### config.mk
export PLATFORM = sky130hd
export DESIGN_NAME = nes_pad_responder
export DESIGN_NICKNAME = d
export VERILOG_FILES = /design/src/rtl/nes_pad_responder.sv
export SDC_FILE = /design/constraint.sdc
export NUM_CORES = 1
export LEC_CHECK = 0
export BUFFER_PORTS_ARGS = -buffer_cell sky130_fd_sc_hd__buf_2
export CAP_MARGIN = 20
export CORE_MARGIN = 5
export CORE_UTILIZATION = 40
export DETAILED_ROUTE_END_ITERATION = 12
export GPL_ROUTABILITY_DRIVEN = 0
export HOLD_SLACK_MARGIN = 0.12
export SYNTH_ARGS = -nofsm -noshare
export SYNTH_HDL_FRONTEND = slang
export SYNTH_SLANG_ARGS = --single-unit
### constraint.sdc
create_clock -name clk -period 2.23 [get_ports clk]
set_input_delay 0.446 -clock clk [delete_from_list [all_inputs] [get_ports clk]]
set_output_delay 0.446 -clock clk [all_outputs]
set_load 0.01 [all_outputs]
### src/rtl/nes_pad_responder.sv
// nes_pad_responder
//
// Controller-side end of the NES serial pad interface. It behaves like a
// 4021 parallel-in/serial-out register. An external reader drives
// nes_latch and nes_clk and receives the button states back on nes_data.
// Both reader inputs are asynchronous to clk. Each one passes through a
// synchroniser chain, then a glitch filter, then a rising-edge detector.
//
// Optional feature: define NES_PAD_SNES_EN to build a 12-button, 16-bit
// SNES-style frame. In that build the upper four bits of the frame read
// back as not-pressed.
//
// Parameters:
//   SYNC_STAGES  flops in each input synchroniser chain (>= 2)
//   FILT_CYCLES  consecutive identical samples needed to accept a level (1..7)
//
// Ports:
//   clk         system clock
//   rst_n       synchronous active-low reset
//   buttons     active-high button states (8 bits, or 12 with NES_PAD_SNES_EN)
//   nes_latch   asynchronous latch from the reader, active high
//   nes_clk     asynchronous shift clock from the reader, rising-edge active
//   nes_data    serial data, active low (0 = pressed)
//   busy        high from latch acceptance until the last bit has shifted out
//   frame_done  one-cycle pulse when the final shift of a frame completes
//   proto_err   one-cycle pulse on a shift clock seen while idle

module nes_pad_responder #(
    parameter int SYNC_STAGES = 2,
    parameter int FILT_CYCLES = 2
) (
    input  logic        clk,
    input  logic        rst_n,
`ifdef NES_PAD_SNES_EN
    input  logic [11:0] buttons,
`else
    input  logic [7:0]  buttons,
`endif
    input  logic        nes_latch,
    input  logic        nes_clk,
    output logic        nes_data,
    output logic        busy,
    output logic        frame_done,
    output logic        proto_err
);

`ifdef NES_PAD_SNES_EN
    localparam int FRAME_W = 16;
    localparam int CNT_W   = 4;
`else
    localparam int FRAME_W = 8;
    localparam int CNT_W   = 3;
`endif

    localparam logic [CNT_W-1:0] CNT_LAST  = CNT_W'(FRAME_W - 1);
    localparam logic [2:0]       FILT_LAST = 3'(FILT_CYCLES - 1);

    typedef enum logic [1:0] {
        IDLE  = 2'd0,
        LOAD  = 2'd1,
        SHIFT = 2'd2,
        DONE  = 2'd3
    } state_t;

    // Index 0 carries nes_latch and index 1 carries nes_clk. Both inputs
    // share the same conditioning path, so their latencies match exactly.
    logic [1:0]             raw;
    logic [SYNC_STAGES-1:0] sync_p0 [2];
    logic [2:0]             fcnt_p1 [2];
    logic [1:0]             lvl_p1;
    logic [1:0]             lvl_p2;
    logic                   latch_lvl;
    logic                   latch_rise;
    logic                   clk_rise;

    logic [FRAME_W-1:0]     load_val;

    state_t                 state;
    state_t                 state_nxt;
    logic [FRAME_W-1:0]     sh;
    logic [FRAME_W-1:0]     sh_nxt;
    logic [CNT_W-1:0]       cnt;
    logic [CNT_W-1:0]       cnt_nxt;
    logic                   frame_done_nxt;
    logic                   proto_err_nxt;

    assign raw = {nes_clk, nes_latch};

    // Stage p0: synchroniser chain.
    // Stage p1: glitch filter. The accepted level moves only after the
    //   synchronised input has differed from it for FILT_CYCLES samples
    //   in a row.
    // Stage p2: delayed copy of the accepted level, used for edge detection.
    always_ff @(posedge clk) begin
        if (!rst_n) begin
            for (int i = 0; i < 2; i++) begin
                sync_p0[i] <= '0;
                fcnt_p1[i] <= '0;
            end
            lvl_p1 <= '0;
            lvl_p2 <= '0;
        end else begin
            for (int i = 0; i < 2; i++) begin
                sync_p0[i] <= {sync_p0[i][SYNC_STAGES-2:0], raw[i]};
                if (sync_p0[i][SYNC_STAGES-1] == lvl_p1[i]) begin
                    fcnt_p1[i] <= '0;
                end else if (fcnt_p1[i] == FILT_LAST) begin
                    lvl_p1[i]  <= sync_p0[i][SYNC_STAGES-1];
                    fcnt_p1[i] <= '0;
                end else begin
                    fcnt_p1[i] <= fcnt_p1[i] + 3'd1;
                end
            end
            lvl_p2 <= lvl_p1;
        end
    end

    assign latch_lvl  = lvl_p1[0];
    assign latch_rise = lvl_p1[0] & ~lvl_p2[0];
    assign clk_rise   = lvl_p1[1] & ~lvl_p2[1];

    // Serial data is active low, so the parallel load inverts the buttons.
`ifdef NES_PAD_SNES_EN
    assign load_val = {4'hF, ~buttons};
`else
    assign load_val = ~buttons;
`endif

    always_ff @(posedge clk) begin
        if (!rst_n) begin
            state      <= IDLE;
            sh         <= '1;
            cnt        <= '0;
            frame_done <= 1'b0;
            proto_err  <= 1'b0;
        end else begin
            state      <= state_nxt;
            sh         <= sh_nxt;
            cnt        <= cnt_nxt;
            frame_done <= frame_done_nxt;
            proto_err  <= proto_err_nxt;
        end
    end

    always_comb begin
        state_nxt      = state;
        sh_nxt         = sh;
        cnt_nxt        = cnt;
        frame_done_nxt = 1'b0;
        proto_err_nxt  = 1'b0;
        nes_data       = 1'b1;
        busy           = 1'b0;

        case (state)
            LOAD, SHIFT: begin
                nes_data = sh[0];
                busy     = 1'b1;
            end
            DONE: nes_data = 1'b0;
            default: ;
        endcase

        // A latch edge takes priority over everything else, including a
        // shift clock arriving in the same cycle. It also abandons any
        // frame that is still in progress.
        if (latch_rise) begin
            state_nxt = LOAD;
            sh_nxt    = load_val;
            cnt_nxt   = '0;
        end else begin
            case (state)
                IDLE: begin
                    if (clk_rise) proto_err_nxt = 1'b1;
                end
                LOAD: begin
                    // Parallel mode: the register follows the buttons for
                    // as long as the latch is held high.
                    if (latch_lvl) sh_nxt = load_val;
                    else           state_nxt = SHIFT;
                end
                SHIFT: begin
                    if (clk_rise) begin
                        sh_nxt = {1'b0, sh[FRAME_W-1:1]};
                        if (cnt == CNT_LAST) begin
                            state_nxt      = DONE;
                            frame_done_nxt = 1'b1;
                        end else begin
                            cnt_nxt = cnt + 1'b1;
                        end
                    end
                end
                DONE: ;
                default: state_nxt = IDLE;
            endcase
        end
    end

endmodule

==> results by group, run 1 <==
Clock network
  – CTS Buffer Depth: 2
  – Worst-Skew Late Latency: 0.32 ns
  – H-tree levels: 2
  – Sink Count: 29
  – Hold_buf cts: 0
  – Setup Buffers After CTS: 0
  – CTS resizes: 0
  – Num CTS Buffers: 5
  – Root Driver: clkbuf_4
  – Clock-pin slew on the worst setup and hold paths: 0.09 ns
  – TritonCTS clock tree: done

Yosys
  – Post-synth EDFFs: 6
  – Post-Syn Area per Cell: 10.47 um2
  – Register area share after synthesis: 0.4499
  – Post-synthesis async set-or-reset flop share: 0
  – Ys flop type: dfxtp_1
  – Cells after Synth: 136
  – Post-Syn Area: 1424 um2
  – #FFs+latches synth: 29
  – Ys Warns: 0
  – Post-synth cell types: 28

Placed design
  – DP Wirelength: 1.854 mm
  – Placed Cells incl. Taps: 199
  – Post-Place Cell Area: 1545 um2
  – IO buf count: 15

Die
  – DIE HEIGHT: 69.66 um
  – Total core area: 3390 um2
  – Rows: 21
  – Die X: 69.66 um
  – Num ports: 16
  – Initial Util: 0.4201
  – Full die area: 4853 um2

Routing
  – Detailed-route via count: 991
  – Vias/cell: 4.787
  – Drt pass-1 iters: 4
  – WL final: 2.431 mm
  – Remaining DRCs: 0
  – Avg WL per Cell: 11.74 um
  – DR iter-0 viols: 68
  – Final ANT Viol Nets: 0

Worst setup path
  – Largest fanout on the critical path: 9
  – CP endpoint kind: flip-flop
  – Flop2flop setup slack: 0.27 ns
  – Critical Path AT: 2.17 ns
  – Worst Setup SP: state[0]
  – FF-to-FF path depth: 6
  – R2r endpoint: sh[3]
  – WP data required: 2.43 ns
  – FF-to-FF Start: state[0]
  – CP Launch Type: flip-flop
  – CP Class: reg2reg

STA
  – Max Fclk: 509.3 MHz
  – Unrepaired setup endpoints after global routing: false
  – Final setup fails: 0
  – Minimum clock period: 1.964 ns
  – Fin. max-slew vios: 0
  – Clock skew: 0.01537 ns
  – Final Hold Fails: 0
  – Sum Neg Setup Slack: 0 ns
  – Period utilisation layout: 0.8805

Final layout
  – Final Net Count: 182
  – Layout cells sized above 1: 0.2112
  – Filler instances: 316
  – Util after Layout: 0.4732
  – Post-route cell area: 1604 um2
  – Commonest non-fill, non-tap cells in the layout: dfxtp_1 (23), buf_2 (15), inv_1 (14), nor2_1 (12), ha_1 (10)
  – Layout area overhead: 12.65%
  – Most common cell after layout, fill and taps aside: dfxtp_1
  – Ant. Diodes: 0
  – Final non-filler cell total: 207

Pwr
  – Total Power: 0.9450 mW
  – Peak supply drop: 0.0003351 V
  – Pwr dens: 589.2 nW/um2
  – P_leak: 0.7097 nW

Global route
  – Largest net degree at the start of global routing: 20
  – All-Layer GR Usage: 0.1117
  – Gr ovfl total: 0
  – Vias in the first global route: 1018
  – Initial antenna violation count: 0
  – Global-route wire length before repair: 4.319 mm

Hold path
  – Worst Hold Launch: nes_latch
  – Tightest Hold Check Type: in2reg
  – Worst Hold End: sync_p0[0][0]
  – Hold path cells: 2

Flow run
  – Maxcap violations: 0

Outcome
  – Status: finished, final reports clean
==> per-layer routing <==
layer  track usage  share of wire
met5             0              0
met4       0.05745          0.020
met3       0.03913          0.047
met2        0.1843           0.47
met1        0.1266           0.46
==> flip-flops by register name, indices dropped and copies added (netlist names) <==
| signal | cells |
|---|---|
| lvl_p1 | 2 |
| frame_done | 1 |
| sync_p0 | 4 |
| cnt | 3 |
| fcnt_p1 | 6 |
| state | 2 |
| proto_err | 1 |
| lvl_p2 | 2 |
| sh | 8 |
==> logic make-up (layout without fill, tap and decap cells) <==
family / after synthesis / after routing / share of synthesized area
flip-flops: 29 / 29 / 0.4499
adder cells (fa/ha/maj): 10 / 10 / 0.08787
buffers and inverters: 18 / 38 / 0.06326
other: 1 / 6 / 0.002634
AO/OA/AOI/OAI: 32 / 32 / 0.1951
multiplexers: 7 / 7 / 0.04921
XOR/XNOR: 3 / 3 / 0.01846
AND/OR/NAND/NOR: 36 / 36 / 0.1336
==> worst max-delay path, cell delays in order, from the launching register on <==
cell and delay, ns:
dfxtp_1 0.41, inv_1 0.10, ha_1 0.27, nand2b_1 0.23, a21oi_4 0.27, or2_1 0.44, o211ai_2 0.11
==> power breakdown <==
group | switching (mW) | internal (mW)
Sequential | 0.00766 | 0.547
Clock | 0.177 | 0.155
Combinational | 0.0309 | 0.0267
==> Yosys cell counts (2+ instances only) <==
cell type	instances	area share
edfxtp_1	6	0.13
a21oi_1	5	0.018
o221ai_1	7	0.043
xor2_1	2	0.012
nor2_1	12	0.032
buf_6	2	0.016
o21ai_0	8	0.028
inv_1	14	0.037
nand2_1	5	0.013
nor2b_1	5	0.022
o211ai_2	8	0.070
mux2i_1	7	0.049
dfxtp_1	23	0.32
nand2b_1	3	0.013
and2_1	6	0.026
ha_1	10	0.088
buf_4	2	0.011
==> final cells by class <==
type / count / area, um2 / share of cell area
Tap cell: 46 / 57.56 / 0.03588
Multi-Input combinational cell: 94 / 711.9 / 0.4438
Timing Repair Buffer: 16 / 82.58 / 0.05148
Inverter: 14 / 52.55 / 0.03276
Clock buffer: 8 / 58.81 / 0.03666
Sequential cell: 29 / 640.6 / 0.3994
==> stage by stage <==
stage	setup WS, ns	hold slack [ns]
5_1_grt	0.1280	0.3150
2_1_floorplan	0.6643	0.4119
4_1_cts	0.2863	0.3090
3_5_place_dp	0.3140	0.4228
3_3_place_gp	0.4384	0.4142
6_report	0.2665	0.3215
==> how the worst max path moves through the flow <==
| stage | slack [ns] | endpoint |
|---|---|---|
| CTS | 0.29 | nes_data |
| finish | 0.27 | sh[3] |
| global route | 0.13 | sh[3] |
| detailed placement | 0.31 | sh[3] |
| global placement | 0.44 | sh[0] |
| floorplan | 0.66 | sh[0] |
No activity file was read; power rests on OpenSTA's default activity.
==> run 2: changes to the inputs <==
- PLACE_DENSITY_LB_ADDON: unset -> 0.2
- clock period: 2.23 -> 2.46 ns (I/O delays scaled with it)
==> results by group, run 2 (synthesized netlist as in run 1, its figures left out) <==
Routing
  – Met2 WL post-DR: 1.133 mm
  – WL final: 2.365 mm
  – Detailed-route via count: 968
  – Final ANT Viol Nets: 0
  – Avg WL per Cell: 11.48 um
  – Met1 WL: 1.030 mm
  – Remaining DRCs: 0
  – Drt pass-1 iters: 3
  – Met3 WL post-DR: 111 um
  – Vias/cell: 4.699
  – DR iter-0 viols: 25
  – Max Used Layer: met4

Clock network
  – Clock-pin slew on the worst setup and hold paths: 0.09 ns
  – Root Driver: clkbuf_4
  – Setup Buffers After CTS: 0
  – Worst-Skew Late Latency: 0.34 ns
  – Sink Count: 29
  – Hold_buf cts: 0
  – TritonCTS clock tree: done
  – CTS resizes: 0
  – CTS Buffer Depth: 2
  – Num CTS Buffers: 5
  – H-tree levels: 2

Worst setup path
  – CP Class: reg2out
  – FF-to-FF path depth: 6
  – CP bufs+invs: 2
  – Largest delay contributor family on the critical path: flip-flops
  – Slowest stage delay, CP: 0.40 ns
  – CP Depth: 4
  – Largest fanout on the critical path: 4
  – CP endpoint kind: output port
  – CP Launch Type: flip-flop
  – Critical Path AT: 1.47 ns
  – Worst-path cell chain: inv_1 -> ha_1 -> mux2i_1 -> buf_2
  – Slowest stage cell, crit path: dfxtp_1
  – WP data required: 1.97 ns

Final layout
  – Layout cells sized above 1: 0.2063
  – Top reg by flops: sh
  – Max reg flops: 8
  – Most common cell after layout, fill and taps aside: dfxtp_1
  – Post-route cell area: 1588 um2
  – Filler instances: 316
  – Area of the multi-input gates: 711.9 um2
  – Sequential cell area: 640.6 um2
  – Layout area overhead: 11.51%
  – Top flop regs: sh (8), fcnt_p1 (6), sync_p0 (4)
  – Final Net Count: 181
  – Commonest non-fill, non-tap cells in the layout: dfxtp_1 (23), buf_2 (15), inv_1 (14), nor2_1 (12), ha_1 (10)
  – Ant. Diodes: 0

STA
  – Period utilisation layout: 0.7957
  – Max Fclk: 510.9 MHz
  – Clock skew: 0.01266 ns
  – Final Hold Fails: 0
  – Minimum clock period: 1.958 ns
  – Fin. max-slew vios: 0
  – Unrepaired setup endpoints after global routing: false
  – Final setup fails: 0
  – Sum Neg Setup Slack: 0 ns

Hold path
  – Hold path cells: 2
  – Tightest Hold Check Type: in2reg

Pwr
  – Total Power: 0.8308 mW
  – Peak supply drop: 0.0002940 V
  – Seq pwr share: 0.605
  – Int Power: 0.6301 mW
  – P_leak: 0.7016 nW
  – Clk pwr share: 0.334
  – Sw Share: 0.2415
  – Net Sw Power: 0.2007 mW
  – Combinational share of power: 0.061
  – Pwr dens: 523.2 nW/um2

Global route
  – Initial antenna violation count: 0
  – Largest net degree at the start of global routing: 22
  – Vias in the first global route: 1019
  – Global-route wire length before repair: 4.271 mm
  – All-Layer GR Usage: 0.1137
  – Gr ovfl total: 0

Placed design
  – DP Wirelength: 1.782 mm
  – Post-Place Cell Area: 1538 um2
  – IO buf count: 15

Die
  – Num ports: 16
  – Initial Util: 0.4201
  – Die X: 69.66 um
  – Rows: 21
  – Total core area: 3390 um2
  – Full die area: 4853 um2
  – DIE HEIGHT: 69.66 um

Outcome
  – Status: finished, final reports clean

Flow run
  – Maxcap violations: 0
run 2: changes by cell type in the layout (fill, tap and decap cells not counted), sizes merged:
cell and delta:
buf -1, clkbuf -1, clkinv +1
run 2: per-stage QoR:
step / worst slack (ns) / util / std cells / hold WS (ns)
after floorplan: 0.8943 / - / 141 / 0.4119
after CTS: 0.4707 / 0.4684 / 206 / 0.3423
after global routing: 0.3549 / 0.4684 / 206 / 0.3463
after detailed placement: 0.5587 / 0.4537 / 198 / 0.4216
final: 0.5025 / 0.4684 / 206 / 0.3533
after global placement: 0.6501 / 0.4537 / 198 / 0.4145
run 2: final cells by class:
type,instances,area share
Clock inverter,1,0.003152
Clock buffer,7,0.02837
Sequential cell,29,0.4035
Inverter,14,0.03310
Tap cell,46,0.03625
Timing Repair Buffer,15,0.04728
Multi-Input combinational cell,94,0.4484
run 2: layer usage:
layer  global-route usage  vias to the layer above
li1                     -                      511
met1               0.1159                      436
met2               0.1864                       14
met3              0.03768                        7
met4              0.09574                        0
met5                    0                        -
run 2: power groups by stage:
stage	logic [mW]	clock network [mW]	registers [mW]
2_1_floorplan	0.0388	0	0.512
3_3_place_gp	0.0498	0	0.513
3_5_place_dp	0.0513	0	0.514
4_1_cts	0.0517	0.291	0.503
5_1_grt	0.0586	0.320	0.505
6_report	0.0508	0.277	0.503
run 2: worst paths after layout:
path / from / endpoint / slack, ns
setup / recovery: state[0] / nes_data / 0.50
hold / removal: nes_latch / sync_p0[0][0] / 0.35
setup reg to reg: state[0] / sh[2] / 0.56
hold reg to reg: sync_p0[0][2] / sync_p0[0][3] / 0.44
run 2: worst register-to-register path: stages (launching register included):
cell and delay, ns:
dfxtp_1 0.40, inv_1 0.10, ha_1 0.26, nand2b_1 0.23, a21oi_4 0.27, or2_1 0.41, o211ai_2 0.10
